`config.mk`:
```
export PLATFORM = sky130hd
export DESIGN_NAME = stat_digit_renderer_flat
export DESIGN_NICKNAME = d
export VERILOG_FILES = /design/src/rtl/stat_digit_renderer_if.sv /design/src/rtl/stat_digit_renderer.sv /design/src/flat_wrapper.sv
export SDC_FILE = /design/constraint.sdc
export NUM_CORES = 1
export LEC_CHECK = 0
export CAP_MARGIN = 10
export CORE_AREA = 2 2 100 102
export CTS_BUF_LIST = sky130_fd_sc_hd__clkbuf_8
export CTS_CLUSTER_DIAMETER = 60
export DETAILED_ROUTE_END_ITERATION = 7
export DIE_AREA = 0 0 102 104
export GPL_ROUTABILITY_DRIVEN = 0
export PLACE_DENSITY = 0.87
export SYNTH_ARGS = -nofsm -noshare
export SYNTH_HDL_FRONTEND = slang
export SYNTH_SLANG_ARGS = --single-unit
export TNS_END_PERCENT = 10
```
`constraint.sdc`:
```
create_clock -name Clk -period 11.2 [get_ports Clk]
set_input_delay 2.24 -clock Clk [delete_from_list [all_inputs] [get_ports Clk]]
set_output_delay 2.24 -clock Clk [all_outputs]
set_load 0.1 [all_outputs]
```
`src/rtl/stat_digit_renderer_if.sv`:
```
// Conversion request channel of the stat digit renderer: load/value in, busy/done out.
// load has no ready: every load is accepted, either starting a conversion or (while busy) replacing the pending value.
interface stat_digit_renderer_if #(
  parameter int VALUE_W = 16
);
  logic               load;
  logic [VALUE_W-1:0] value;
  logic               busy;
  logic               done;

  modport master (output load, value, input busy, done);
  modport slave  (input load, value, output busy, done);
endinterface

```
`src/rtl/stat_digit_renderer.sv`:
```
// Binary stat value -> right-aligned blanked decimal glyph codes via sequential double-dabble,
// plus the per-pixel font ROM addressing and registered pixel_on for the status panel.
module stat_digit_renderer #(
  parameter int NUM_DIGITS = 5,
  parameter int VALUE_W    = 16
) (
  input  logic                    Clk,
  input  logic                    Reset_n,
  stat_digit_renderer_if.slave    conv,
  input  logic [9:0]              RegionX,
  input  logic [9:0]              RegionY,
  input  logic [9:0]              DrawX,
  input  logic [9:0]              DrawY,
  output logic [7:0]              font_addr,
  input  logic [7:0]              font_data,
  output logic                    pixel_on,
  output logic [1:0]              state_dbg,
  output logic [4*NUM_DIGITS-1:0] codes_dbg
);
  localparam int BCD_W = 4 * NUM_DIGITS;
  localparam int CNT_W = $clog2(VALUE_W);
  localparam logic [63:0] MAX_VAL = 64'(10**NUM_DIGITS - 1);

  typedef enum logic [1:0] {IDLE, CONV, COMMIT} state_t;

  state_t             state;
  logic               busy_q;
  logic               done_q;
  logic               pending;
  logic [VALUE_W-1:0] pend_val;
  logic [VALUE_W-1:0] bin_q;
  logic [BCD_W-1:0]   bcd_q;
  logic [CNT_W-1:0]   cnt;
  logic [BCD_W-1:0]   codes_q;

  logic [BCD_W-1:0]   bcd_adj;
  logic [BCD_W-1:0]   bcd_shift;
  logic [VALUE_W-1:0] bin_shift;
  logic [BCD_W-1:0]   new_codes;
  logic               seen;
  logic [3:0]         digit;

  // Saturate so the result always fits the field; compared at 64 bits so wide fields never truncate.
  function automatic logic [VALUE_W-1:0] sat(input logic [VALUE_W-1:0] v);
    if (64'(v) > MAX_VAL) return MAX_VAL[VALUE_W-1:0];
    return v;
  endfunction

  always_comb begin
    bcd_adj = bcd_q;
    for (int i = 0; i < NUM_DIGITS; i++) begin
      if (bcd_q[4*i +: 4] >= 4'd5) bcd_adj[4*i +: 4] = bcd_q[4*i +: 4] + 4'd3;
    end
    {bcd_shift, bin_shift} = {bcd_adj[BCD_W-2:0], bin_q, 1'b0};
  end

  // Leading-zero blanking from slot 0 (most significant); the last slot always shows a digit.
  always_comb begin
    seen      = 1'b0;
    digit     = 4'd0;
    new_codes = '0;
    for (int i = 0; i < NUM_DIGITS; i++) begin
      digit = bcd_q[4*(NUM_DIGITS-1-i) +: 4];
      seen  = seen | (digit != 4'd0) | (i == NUM_DIGITS - 1);
      new_codes[4*(NUM_DIGITS-1-i) +: 4] = seen ? digit + 4'd1 : 4'd0;
    end
  end

  always_ff @(posedge Clk or negedge Reset_n) begin
    if (!Reset_n) begin
      state    <= IDLE;
      busy_q   <= 1'b0;
      done_q   <= 1'b0;
      pending  <= 1'b0;
      pend_val <= '0;
      bin_q    <= '0;
      bcd_q    <= '0;
      cnt      <= '0;
      codes_q  <= '0;
    end else begin
      done_q <= 1'b0;
      unique case (state)
        IDLE: begin
          if (conv.load) begin
            bin_q  <= sat(conv.value);
            bcd_q  <= '0;
            cnt    <= '0;
            busy_q <= 1'b1;
            state  <= CONV;
          end
        end
        CONV: begin
          bcd_q <= bcd_shift;
          bin_q <= bin_shift;
          cnt   <= cnt + CNT_W'(1);
          if (conv.load) begin
            pending  <= 1'b1;
            pend_val <= conv.value;
          end
          if (cnt == CNT_W'(VALUE_W - 1)) state <= COMMIT;
        end
        COMMIT: begin
          codes_q <= new_codes;
          done_q  <= 1'b1;
          // A load landing on the commit cycle is newer than any pending value.
          if (conv.load || pending) begin
            bin_q   <= sat(conv.load ? conv.value : pend_val);
            bcd_q   <= '0;
            cnt     <= '0;
            pending <= 1'b0;
            state   <= CONV;
          end else begin
            busy_q <= 1'b0;
            state  <= IDLE;
          end
        end
        default: state <= IDLE;
      endcase
    end
  end

  assign conv.busy = busy_q;
  assign conv.done = done_q;
  assign state_dbg = state;
  assign codes_dbg = codes_q;

  logic [9:0] rel_x;
  logic [9:0] rel_y;
  logic       in_region;
  logic [6:0] slot;
  logic [2:0] col;
  logic [3:0] slot_code;

  // The DrawX>=RegionX / DrawY>=RegionY terms stop wrapped differences from aliasing into the field.
  assign rel_x     = DrawX - RegionX;
  assign rel_y     = DrawY - RegionY;
  assign in_region = (DrawX >= RegionX) && (rel_x < 10'(8 * NUM_DIGITS)) &&
                     (DrawY >= RegionY) && (rel_y < 10'd16);
  assign slot      = rel_x[9:3];
  assign col       = rel_x[2:0];

  always_comb begin
    slot_code = 4'd0;
    for (int i = 0; i < NUM_DIGITS; i++) begin
      if (slot == 7'(i)) slot_code = codes_q[4*(NUM_DIGITS-1-i) +: 4];
    end
  end

  assign font_addr = in_region ? {slot_code, rel_y[3:0]} : 8'h00;

  always_ff @(posedge Clk or negedge Reset_n) begin
    if (!Reset_n) pixel_on <= 1'b0;
    else          pixel_on <= in_region & font_data[3'd7 - col];
  end
endmodule

```
`src/flat_wrapper.sv`:
```
// flat-port wrapper written by rule: the top's interface ports become plain ports
module stat_digit_renderer_flat 
#(
  parameter int NUM_DIGITS = 5,
  parameter int VALUE_W    = 16
)
  (Clk, Reset_n, RegionX, RegionY, DrawX, DrawY, font_addr, font_data, pixel_on, state_dbg, codes_dbg, conv_load, conv_value, conv_busy, conv_done);
  stat_digit_renderer_if #(.VALUE_W(VALUE_W)) conv_i ();
  input  logic Clk;
  input  logic Reset_n;
  input  logic [9:0] RegionX;
  input  logic [9:0] RegionY;
  input  logic [9:0] DrawX;
  input  logic [9:0] DrawY;
  output logic [7:0] font_addr;
  input  logic [7:0] font_data;
  output logic pixel_on;
  output logic [1:0] state_dbg;
  output logic [4*NUM_DIGITS-1:0] codes_dbg;
  input wire logic [$bits(conv_i.load)-1:0] conv_load;
  input wire logic [$bits(conv_i.value)-1:0] conv_value;
  output wire logic [$bits(conv_i.busy)-1:0] conv_busy;
  output wire logic [$bits(conv_i.done)-1:0] conv_done;
  assign conv_i.load = conv_load;
  assign conv_i.value = conv_value;
  assign conv_busy = conv_i.busy;
  assign conv_done = conv_i.done;
  stat_digit_renderer #(.NUM_DIGITS(NUM_DIGITS), .VALUE_W(VALUE_W)) u_core (.Clk(Clk), .Reset_n(Reset_n), .conv(conv_i), .RegionX(RegionX), .RegionY(RegionY), .DrawX(DrawX), .DrawY(DrawY), .font_addr(font_addr), .font_data(font_data), .pixel_on(pixel_on), .state_dbg(state_dbg), .codes_dbg(codes_dbg));
endmodule
```
Word-level counts from Yosys, hierarchy flattened
Cells that the tools add are included.

word-level totals
  memories = 0
  word-level logic and storage cells = 104
  output and inout bits = 33
  flip-flop bits (word level) = 82
  RAM bits = 0
  bits in read-only memories = 0
  latch bits = 0
  input bits = 67

cells by class
  reduce and logical (&&, ||, !) cells = 17
  eq/ne operators = 12
  div/mod/pow operators = 0
  mux-type cells = 37
  add/sub/neg operators = 14
  bitwise operators = 4
  multiply operators = 0
  magnitude comparators = 10
  shift-type cells = 0

operators with widths
  operator             number
  $mux 4               15
  $pmux 20 s3          1
  $mux 16              3
  $pmux 16 s3          1
  $mux 20              2
  $add 4x1->4 const B  6
  $ge 10x10->1         2
  $ge 4x3->1 const B   5
  $sub 10x10->10       2
  $add 4x2->4 const B  4
  $reduce_bool 4->1    4
  $eq 7x2->1 const B   2
  $pmux 4 s3           1
  $lt 10x5->1 const B  1
  $lt 10x6->1 const B  1
  $reduce_and 3->1     3
  $mux 8               1
  $eq 7x1->1 const B   1
  $eq 7x3->1 const B   1
  $logic_not 7->1      1
  $mux 1               6
  $ne 2x2->1 const B   3
  $pmux 2 s3           1
  $eq 4x4->1 const B   1
  other kinds (18)     26

Depth between registers and ports, before layout
  depth after elaboration = 8
  gate-level depth with buffers = 11
  mapped depth without buffers = 11

Least setup slack after synthesis
Ideal clock, no wire load.

  kind = in2out
  start point = input port DrawX[0]
  end point = output port font_addr[4]
  data required time = 8.960 ns
  slack = 1.459 ns
  stages = 10
  arrival time = 7.501 ns
  path buffers = 0
  path through = inv_1 -> ha_1 -> fa_1 -> nand2b_1 -> a21oi_4 -> xnor2_4 -> nand2_1 -> a2111oi_4 -> o21ai_1 -> a2111oi_1

on the way
  longest elaborated chain between the ends = 8
  elaborated cells on any way between the ends = 17
  classes of those cells = 1 x add/sub; 2 x order compare; 4 x eq/ne; 6 x mux; 4 x reduce/logical

ends and longest elaborated chain
  what                                                    RTL line                    RTL
  from (decl)                                             flat_wrapper.sv:13          input logic [9:0] DrawX;
  branches (longest 7 deep; another with $sub 10x10->10)  -
  $mux 8 (*)                                              stat_digit_renderer.sv:149  assign font_addr = in_region ? {slot_code, rel_y[3:0]} : 8'h00;
  to (decl)                                               flat_wrapper.sv:15          output logic [7:0] font_addr;

Every way passes the cells marked *.

Worst setup path after layout
  start point = input port RegionX[1]
  end point = output port font_addr[5]

on the way
  longest elaborated chain between the ends = 8
  elaborated cells on any way between the ends = 17
  classes of those cells = 1 x add/sub; 2 x order compare; 4 x eq/ne; 6 x mux; 4 x reduce/logical

ends and longest elaborated chain
  what                                                    RTL line                    RTL
  from (decl)                                             flat_wrapper.sv:11          input logic [9:0] RegionX;
  branches (longest 7 deep; another with $sub 10x10->10)  -
  $mux 8 (*)                                              stat_digit_renderer.sv:149

Marks and branches as above.

==> impl_results.md <==
* Share of the synthesized area in the top cell type at 0.372
* DRC Markers at 0
* CP max stage delay at 1.22 ns
* Crit path max fanout at 11
* Area contributors post-synth: dfrtp_1 (37%), ha_1 (9.5%), mux2_2 (4.9%)
* Dpl hpwl at 9840 um
* I/O pin count at 100
* Fmax at 110 MHz
* Data arrival, critical path at 6.88 ns
* Drt wl/cell at 16.9 um
* Routed vias at 4898
* Diode count at 0
* Clock skew at 0.0101 ns
* Post-Synthesis Cells at 599
* Setup TNS at 0 ns
* Outcome: finished clean
* Largest net degree at the start of global routing at 83
* Area of the mapped netlist at 0.00552 mm2
* Pwr Density at 179 mW/mm2
* Via density at 5.97
* Fin nets at 793
* GR Util met3 at 0.0444
* Critical path's most frequent cell: clkdlybuf4s50_1
* Die height at 104 um
* Die span in x at 102 um
* Nature of the critical path startpoint: input port
* Resize count post-CTS at 0
* Cts hold-fix bufs at 0
* TritonRoute pass-1 iters at 5
* Setup bufs post-CTS at 0
* GRT met1 Usage at 0.343
* Final period util at 0.815
* CTS tree: done
* Crit end category: output pin
* # Max-Cap Violations at 0
* RSZ-0062 raised after global routing: false
* Worst Hold Class: reg -> reg
* Grt ovf at 0
* Gr usage total at 0.269
* Synth Warn # at 0
* Met2 usage at 0.461
* Delay-heaviest family, CP: buffers and inverters
* Final ANT Viol Nets at 0
* Most Crowded Layer GR: met2
* FP Rows at 36
* Total power at 1.23 mW
* FILL cells at 744
* I/O Buffers at 99
* Leak Pwr at 2.96 nW
* CP required at 8.96 ns
* Number of buffers and inverters on the critical path at 3
* Post-placement setup slack at 2.20 ns
* H-tree Lvls at 3
* Drt total wl at 13800 um
* Layout cells sized above 1 at 0.0859
* Ys flop type: dfrtp_1
* Core Area at 0.00955 mm2
* Crit-path cells: clkdlybuf4s50_1 > inv_1 > ha_1 > nor2b_4 > o31a_1 > xnor2_1 > nand2_1 > a2111oi_4 > o21ai_1 > a2111oi_1 > clkdlybuf4s50_1
* Fin. Hold Viols at 0
* Worst path slowest cell: clkdlybuf4s50_1
* Critical path class: in -> out
* Syn Area/Cell at 9.22 um2
* Placed cells at 804
* CTS Buffer Depth at 2
* Ranking of synthesized cells by instance count: dfrtp_1 (82), nand2_1 (59), inv_1 (44), o21ai_0 (44), ha_1 (42)
* Post-Layout Cell Count at 820
* First-pass GRT wire length at 22900 um
* Count leader, synth: dfrtp_1
* Syn_nets at 710
* Post-synth top area cell: dfrtp_1
* Final Setup Violations at 0
* Post-synth cell types at 64
* Final setup margin at 2.08 ns
* Worst slew pin tran at 1.03 ns
* Die area at 0.0106 mm2
* Number of synthesized register bits at 82
* Initial antenna violation count at 0
* Clk_lat worst skew at 0.36 ns
* VDD IR max at 0.162 mV
* Worst-path clk slew at 0.09 ns
* Initial DRC Count at 322
* Seq/Total Area, Yosys at 0.372
* # clock sinks at 82
* Starting Density at 0.578
* Slew Limit Fails at 0
* Synth async-reset ratio at 1.00
* Number of global-route vias before repair at 4822
* Final Util at 0.717
* Post-synth EDFFs at 0
* Root buf cell: clkbuf_8
* Fin crit period at 9.12 ns
* Number of buffers created by CTS at 9
* Synthesis-to-finish area growth at 24.0%
* Slew margin rel. at 0.311
-- cell usage in the layout, fill, tap and decap left out, types with 5 or more instances in the layout --
master,count
a21oi_1,39
a22o_1,22
a22oi_1,14
clkbuf_8,10
clkdlybuf4s50_1,98
dfrtp_1,82
ha_1,42
inv_1,44
mux2_2,24
mux2i_1,10
nand2_1,59
nand2b_1,11
nand3_1,18
nor2_1,39
nor3_1,8
nor3b_1,6
o21ai_0,44
o21ai_1,5
o22ai_1,6
o2bb2ai_1,5
xnor2_1,13
xor2_1,8
-- registers in the layout, indices dropped and copies added (netlist names) --
name,flops
u_core.conv.busy,1
u_core.pending,1
u_core.cnt,4
u_core.conv.done,1
u_core.codes_dbg,20
u_core.bin_q,16
u_core.pixel_on,1
u_core.bcd_q,20
u_core.state_dbg,2
u_core.pend_val,16
-- kinds of logic (layout without fill, tap and decap cells) --
| group | Yosys count | after routing | synth area share |
|---|---|---|---|
| flip-flops | 82 | 82 | 0.372 |
| AO/OA/AOI/OAI | 171 | 171 | 0.208 |
| multiplexers | 36 | 36 | 0.0752 |
| buffers and inverters | 74 | 162 | 0.0512 |
| XOR/XNOR | 23 | 23 | 0.0433 |
| AND/OR/NAND/NOR | 169 | 169 | 0.149 |
| adder cells (fa/ha/maj) | 44 | 44 | 0.102 |
-- worst reg2reg max path, delay by kind of cell (launching register included) --
| kind | cells | cell delay (ns) |
|---|---|---|
| AOI/OAI and AO/OA | 3 | 0.44 |
| buffers and inverters | 4 | 1.27 |
| adders and majority gates | 1 | 0.30 |
| DFF | 1 | 0.46 |
| and+or+nand+nor | 1 | 0.39 |
-- per-layer routing --
metal	routed length [um]	vias up
li1	-	2310
met1	5660	2384
met2	6940	176
met3	926	28
met4	302	0
met5	0	-
-- final timing paths --
| path | startpoint | endpoint | slack, ns | cells after the start |
|---|---|---|---|---|
| min reg2reg | u_core.bin_q[7] | u_core.bin_q[7] | 0.49 | 2 |
| min in group asynchronous | Reset_n | u_core.bcd_q[19] | 2.03 | 1 |
| min | u_core.bin_q[7] | u_core.bin_q[7] | 0.49 | 2 |
| max in group asynchronous | Reset_n | u_core.bin_q[6] | 8.49 | 1 |
| max | RegionX[1] | font_addr[5] | 2.08 | 11 |
| max reg2reg | u_core.state_dbg[0] | u_core.bcd_q[2] | 8.21 | 9 |
-- final cells by class --
class                   instances  area, um2  area share
repair buffers                102       1010       0.148
clock buffers                  10        138      0.0201
multi-input cells             443       3200       0.467
flip-flops and latches         82       2050       0.300
inverters                      44        165      0.0241
clock inverters                 6        114      0.0166
well taps                     133        166      0.0243
-- per-stage QoR --
step	instance area (um2)	hold slack, ns
after global placement	6590	0.462
after CTS	6840	0.497
final	6840	0.494
after global routing	6840	0.528
after floorplan	5520	0.449
after detailed placement	6590	0.476
-- power by group --
part | switching (mW) | internal (mW) | total (mW)
combinational | 0.336 | 0.189 | 0.525
sequential | 0.0595 | 0.375 | 0.435
clock | 0.113 | 0.154 | 0.267
Note: power is estimated with default switching activity, not from simulation.
